[config.mk]
export PLATFORM = sky130hd
export DESIGN_NAME = branch_history_table_flat
export DESIGN_NICKNAME = d
export VERILOG_FILES = /design/src/rtl/branch_history_table_if.sv /design/src/rtl/branch_history_table.sv /design/src/flat_wrapper.sv
export SDC_FILE = /design/constraint.sdc
export NUM_CORES = 1
export LEC_CHECK = 0
export BUFFER_PORTS_ARGS = -buffer_cell sky130_fd_sc_hd__buf_2
export CAP_MARGIN = 5
export CORE_MARGIN = 2
export CORE_UTILIZATION = 23
export DETAILED_ROUTE_END_ITERATION = 16
export PLACE_DENSITY = 0.38
export REMOVE_ABC_BUFFERS = 1
export SYNTH_ARGS = -nofsm -noshare
export SYNTH_HDL_FRONTEND = slang
export SYNTH_SLANG_ARGS = --single-unit
[constraint.sdc]
create_clock -name clk -period 18.8 [get_ports clk]
set_input_delay 3.76 -clock clk [delete_from_list [all_inputs] [get_ports clk]]
set_output_delay 3.76 -clock clk [all_outputs]
set_load 0.01 [all_outputs]
[src/rtl/branch_history_table_if.sv]
// branch_history_table_if
//   Bundles the fetch-lookup and EX-training signals of the branch history
//   table.
//   master : IF/EX side. Drives the fetch and update requests and receives
//            the prediction.
//   slave  : the predictor itself.
// Signals:
//   fetch_valid/fetch_pc       fetch issued this cycle and its PC
//   if_stall                   IF holding; the prediction register freezes
//   predict                    registered prediction for the previous fetch
//   upd_valid/upd_pc/upd_taken resolved conditional branch from EX
interface branch_history_table_if #(
  parameter int unsigned PC_W = 32
);
  logic            fetch_valid;
  logic [PC_W-1:0] fetch_pc;
  logic            if_stall;
  logic            predict;
  logic            upd_valid;
  logic [PC_W-1:0] upd_pc;
  logic            upd_taken;

  modport master (
    output fetch_valid, fetch_pc, if_stall, upd_valid, upd_pc, upd_taken,
    input  predict
  );

  modport slave (
    input  fetch_valid, fetch_pc, if_stall, upd_valid, upd_pc, upd_taken,
    output predict
  );
endinterface

[src/rtl/branch_history_table.sv]
// branch_history_table
//   Direction predictor made of tagged 2-bit saturating counters held in
//   flops. A fetch PC is looked up in the same cycle it is issued, and the
//   prediction is registered, so it shows up one cycle later. Resolved
//   branches from EX train the table. When a training write and a lookup hit
//   the same entry in the same cycle, the lookup sees the entry as it was
//   before the write.
// Ports:
//   clk  rising-edge clock
//   rst  synchronous active-high reset; clears all valid bits and predict
//   bus  branch_history_table_if.slave (fetch lookup, prediction, training)
module branch_history_table #(
  parameter int unsigned INDEX_W = 6,
  parameter int unsigned TAG_W   = 8,
  parameter int unsigned PC_W    = 32
) (
  input  logic                    clk,
  input  logic                    rst,
  branch_history_table_if.slave   bus
);

  localparam int unsigned ENTRIES = 1 << INDEX_W;
  localparam int unsigned TAG_LO  = INDEX_W + 2;
  localparam int unsigned TAG_HI  = INDEX_W + TAG_W + 1;

  logic [ENTRIES-1:0] r_valid;
  logic [TAG_W-1:0]   r_tag [ENTRIES];
  logic [1:0]         r_ctr [ENTRIES];
  logic               r_predict;

  logic [INDEX_W-1:0] w_fidx;
  logic [TAG_W-1:0]   w_ftag;
  logic               w_fhit;
  logic               w_fpred;
  logic [INDEX_W-1:0] w_uidx;
  logic [TAG_W-1:0]   w_utag;
  logic               w_uhit;
  logic [1:0]         w_uctr;

  // PC[1:0] and the bits above the tag play no part in indexing or tagging.
  logic w_unused;
  assign w_unused = ^{bus.fetch_pc[1:0], bus.fetch_pc[PC_W-1:TAG_HI+1],
                      bus.upd_pc[1:0],   bus.upd_pc[PC_W-1:TAG_HI+1]};

  always_comb begin
    w_fidx  = bus.fetch_pc[INDEX_W+1:2];
    w_ftag  = bus.fetch_pc[TAG_HI:TAG_LO];
    w_fhit  = r_valid[w_fidx] && (r_tag[w_fidx] == w_ftag);
    w_fpred = w_fhit && r_ctr[w_fidx][1];

    w_uidx  = bus.upd_pc[INDEX_W+1:2];
    w_utag  = bus.upd_pc[TAG_HI:TAG_LO];
    w_uhit  = r_valid[w_uidx] && (r_tag[w_uidx] == w_utag);
    w_uctr  = r_ctr[w_uidx];
    if (bus.upd_taken) begin
      if (w_uctr != 2'b11) w_uctr = w_uctr + 2'd1;
    end else begin
      if (w_uctr != 2'b00) w_uctr = w_uctr - 2'd1;
    end
  end

  // Prediction register: reset beats stall, and stall beats a new fetch.
  always_ff @(posedge clk) begin
    if (rst)                  r_predict <= 1'b0;
    else if (bus.if_stall)    r_predict <= r_predict;
    else if (bus.fetch_valid) r_predict <= w_fpred;
    else                      r_predict <= 1'b0;
  end

  assign bus.predict = r_predict;

  // Only a taken miss allocates a new entry. A not-taken miss is dropped.
  always_ff @(posedge clk) begin
    if (rst)
      r_valid <= '0;
    else if (bus.upd_valid && !w_uhit && bus.upd_taken)
      r_valid[w_uidx] <= 1'b1;
  end

  // Tags and counters are not reset; they are gated by valid.
  always_ff @(posedge clk) begin
    if (!rst && bus.upd_valid) begin
      if (w_uhit) begin
        r_ctr[w_uidx] <= w_uctr;
      end else if (bus.upd_taken) begin
        r_tag[w_uidx] <= w_utag;
        r_ctr[w_uidx] <= 2'b10;
      end
    end
  end

endmodule

[src/flat_wrapper.sv]
// flat-port wrapper written by rule: the top's interface ports become plain ports
module branch_history_table_flat 
#(
  parameter int unsigned INDEX_W = 6,
  parameter int unsigned TAG_W   = 8,
  parameter int unsigned PC_W    = 32
)
  (clk, rst, bus_fetch_valid, bus_fetch_pc, bus_if_stall, bus_upd_valid, bus_upd_pc, bus_upd_taken, bus_predict);
  branch_history_table_if #(.PC_W(PC_W)) bus_i ();
  input  logic clk;
  input  logic rst;
  input wire logic [$bits(bus_i.fetch_valid)-1:0] bus_fetch_valid;
  input wire logic [$bits(bus_i.fetch_pc)-1:0] bus_fetch_pc;
  input wire logic [$bits(bus_i.if_stall)-1:0] bus_if_stall;
  input wire logic [$bits(bus_i.upd_valid)-1:0] bus_upd_valid;
  input wire logic [$bits(bus_i.upd_pc)-1:0] bus_upd_pc;
  input wire logic [$bits(bus_i.upd_taken)-1:0] bus_upd_taken;
  output wire logic [$bits(bus_i.predict)-1:0] bus_predict;
  assign bus_i.fetch_valid = bus_fetch_valid;
  assign bus_i.fetch_pc = bus_fetch_pc;
  assign bus_i.if_stall = bus_if_stall;
  assign bus_i.upd_valid = bus_upd_valid;
  assign bus_i.upd_pc = bus_upd_pc;
  assign bus_i.upd_taken = bus_upd_taken;
  assign bus_predict = bus_i.predict;
  branch_history_table #(.INDEX_W(INDEX_W), .TAG_W(TAG_W), .PC_W(PC_W)) u_core (.clk(clk), .rst(rst), .bus(bus_i));
endmodule
==> metrics.md <==
| Metric | Value |
|---|---|
| Status | finished clean |
| Drt first pass iters | 6 |
| # DRC | 0 |
| Worst setup path class | input pin to flop |
| Hold path endpoint | u_core.bus.predict$_SDFFE_PP0N_ |
| # Max-Cap Violations | 0 |
| Sink Count | roughly 700 |
| Reg2Reg Setup Slack | ~13 ns |
| Yosys top cell area share | about 57% |
| I/O pins | 71 |
| Placeable Area | roughly 150000 sq um |
| Worst rel slew slack | between 10% and 20% |
| Placer congestion estimate | slightly above 0.8 |
| Worst Path Arrival | around 11 ns |
| Hold Violations, Final | 0 |
| Post-Synthesis Cells | roughly 2300 |
| Tcrit/Tclk final | 55.0% |
| R2R depth | 11 |
| Die area | about 150000 sq um |
| H-Tree Depth | 3 |
| CP endpoint kind | flop |
| Yosys warns | 0 |
| Max Slew Vio Count | 0 |
| Via count | around 22000 |
| CTS Buf Count | between 80 and 90 |
| Initial antenna violation count | 10 |
| Post-CTS Hold Fix Bufs | 0 |
| #FFs+latches synth | just over 700 |
| Synth Flop Type | edfxtp_1 |
| Synth Area in XOR/XNOR | less than 1% |
| Final worst slack | between 8 and 9 ns |
| Largest cells by area after synthesis | edfxtp_1 (57%), mux4_2 (14%), dfxtp_1 (3.8%), mux2i_1 (2.6%), nand3_1 (2.4%) |
| Layout Skew | ~0.030 ns |
| Global Route Usage Sum | 17.3% |
| Setup Fix Bufs, Post-CTS | 0 |
| Crit path max fanout | 73 |
| Setup crit start kind | input pin |
| Final ANT Viol Nets | 0 |
| IO buf count | 34 |
| Die height | around 390 microns |
| Share of flip-flops with an asynchronous set or reset | 0% |
| Largest net degree at the start of global routing | 78 |
| PD cells | roughly 94 nW/um^2 |
| Area Overhead vs Synth | 14.4% |
| Detailed Route WL | 133 mm |
| Starting Density | approximately 23% |
| Most frequent cells in the layout | edfxtp_1 (640), mux4_2 (210), nand3_1 (166), a21oi_1 (102) |
| HP Start | u_core.bus.predict$_SDFFE_PP0N_ |
| Worst r2r dst | u_core.r_ctr[63][1]$_DFFE_PP_ |
| TritonCTS clock tree | yes |
| Post-synthesis mux area share | between 10% and 20% |
| Root Driver | clkbuf_16 |
| Worst-path clk slew | roughly 0.06 ns |
| Vias in the first global route | between 20000 and 25000 |
| First-pass GRT wire length | 184 mm |
| Hold crit path type | flop to flop |
| Worst slew pin tran | 1.26 ns |
| Leak | approximately 12 nW |
| Die width | between 300 and 400 microns |
| Grt ovf | 0 |
| Register area share after synthesis | between 60% and 70% |
| Sum Neg Setup Slack | 0 ns |
| Worst Hold Depth | 2 |
| Fraction of layout cells with a size suffix above 1 | between 20% and 30% |
| Clock buffer depth | 3 |
| Fmax | roughly 0.097 GHz |
| Leading area contributor after synthesis | edfxtp_1 |
| Hold WS | around 0.48 ns |
| Pwr Total | 3.64 mW |
| Most common cell after layout, fill and taps aside | edfxtp_1 |
| Adder-Cell Fraction of Synth Area | less than 1% |
| Iteration-0 DRC count of the detailed router | approximately 2500 |
| Fin crit period | around 10 ns |
| Post-Synthesis Mean Instance Area | about 15 sq um |
| CTS resizes | 0 |
| WP data required | roughly 19 ns |
| FP Rows | 140 |
| Fillers | 14900 |
| Wire per inst | 31.3 microns |
| R2r startpoint | u_core.r_tag[60][7]$_DFFE_PP_ |
| Synth Area in Compound Gates | ~11% |
| Maximum VDD drop | 0.0619 mV |
| Final setup viols | 0 |
| EDFF count, synth | between 600 and 700 |
| Final core area utilization | roughly a quarter |
| Post-Synth Simple-Gate Area | 5.91% |
| Post-synth cell types | between 70 and 80 |
| Largest family of logic cells by synthesized area | multiplexers |
| RSZ-0062 raised after global routing | false |
| Fin nets | 2321 |
| Via-per-instance ratio | approximately 5.3 |
| Worst-Skew Late Latency | ~0.67 ns |
| Pre-CTS setup slack | between 7 and 8 ns |
| Mapped cell area | 33900 sq um |
| Detail Placement HPWL | between 80 and 90 mm |
==> area by class of cell <==
type                            count  area [sq um]  area share [%]
Inverter                           71           267           0.687
Clock inverter                     48           410            1.06
Multi-Input combinational cell   1269         12100            31.2
Clock buffer                      106          2230            5.74
Sequential cell                   705         20500            52.9
Timing Repair Buffer              121           890            2.29
Tap cell                         1917          2400            6.18
Antenna cell                        1          2.50         0.00645
==> power by group <==
part | internal [mW] | switching (mW) | leakage (nW)
clock network | 0.920 | 0.678 | 1.29
registers | 1.72 | 0.00184 | 6.28
logic | 0.0982 | 0.218 | 4.37
==> per-layer routing <==
metal | share of wire, % | global-route usage (%) | wire (microns) | vias to the layer above
li1 | - | - | - | 9234
met3 | 6.1 | 2.49 | 8160 | 177
met2 | 47 | 28.0 | 62600 | 986
met5 | 0.036 | 0 | 48 | -
met1 | 44 | 23.9 | 58500 | 11900
met4 | 2.6 | 5.24 | 3500 | 8
==> how the worst max path moves through the flow <==
stage / from / end / slack [ns] / cells past startpoint
2_1_floorplan: bus_upd_pc[4] / u_core.r_ctr[0][1]$_DFFE_PP_ / 8.07 / 8
3_3_place_gp: bus_upd_pc[2] / u_core.r_ctr[57][1]$_DFFE_PP_ / 7.86 / 15
3_5_place_dp: bus_upd_pc[2] / u_core.r_ctr[61][1]$_DFFE_PP_ / 7.81 / 15
4_1_cts: bus_upd_pc[2] / u_core.r_ctr[61][1]$_DFFE_PP_ / 8.50 / 15
5_1_grt: bus_upd_pc[2] / u_core.r_ctr[63][1]$_DFFE_PP_ / 8.15 / 15
6_report: bus_upd_pc[2] / u_core.r_ctr[63][1]$_DFFE_PP_ / 8.46 / 15
==> Yosys cell counts (16+ instances only) <==
cell type / n
buf_2: 44
a221oi_1: 65
a22o_1: 21
o21ai_0: 49
a21oi_1: 103
o22ai_2: 40
buf_6: 20
o22ai_1: 44
dfxtp_1: 65
nor2_1: 92
mux4_2: 210
mux2_2: 31
nand2_1: 72
nand3_1: 166
edfxtp_1: 640
buf_1: 17
inv_1: 68
a22oi_1: 86
a31oi_1: 20
mux2i_1: 88
a221o_1: 16
clkbuf_1: 120
==> critical path, cell delays in order <==
cell	delay, ns
buf_8	0.36
buf_4	0.71
buf_4	0.62
nor2b_2	0.27
buf_4	0.31
a221oi_1	0.31
nor3_1	0.06
or4_1	0.63
nor4_2	0.31
a21oi_1	0.11
nor3b_1	0.70
and4_4	0.88
buf_4	0.78
o21ai_4	0.39
buf_4	0.36
==> flip-flops by register name (all words and copies together), names as in the netlist <==
register	flops
u_core.r_tag	512
u_core.bus.predict	1
u_core.r_ctr	128
u_core.r_valid	64
==> through the flow <==
stage          std cells  instance area [sq um]
3_5_place_dp        4083                  36200
3_3_place_gp        4082                  36200
2_1_floorplan       2045                  32800
6_report            4238                  38800
5_1_grt             4237                  38800
4_1_cts             4237                  38800
==> cell families (layout without fill, tap and decap cells) <==
family	count (synthesis)	in the layout
multiplexers	334	334
buffers and inverters	291	346
XOR/XNOR	22	22
other	0	1
adder cells (fa/ha/maj)	2	2
flip-flops	705	705
AND/OR/NAND/NOR	407	407
AO/OA/AOI/OAI	504	504
(Power assumes the default switching activity.)
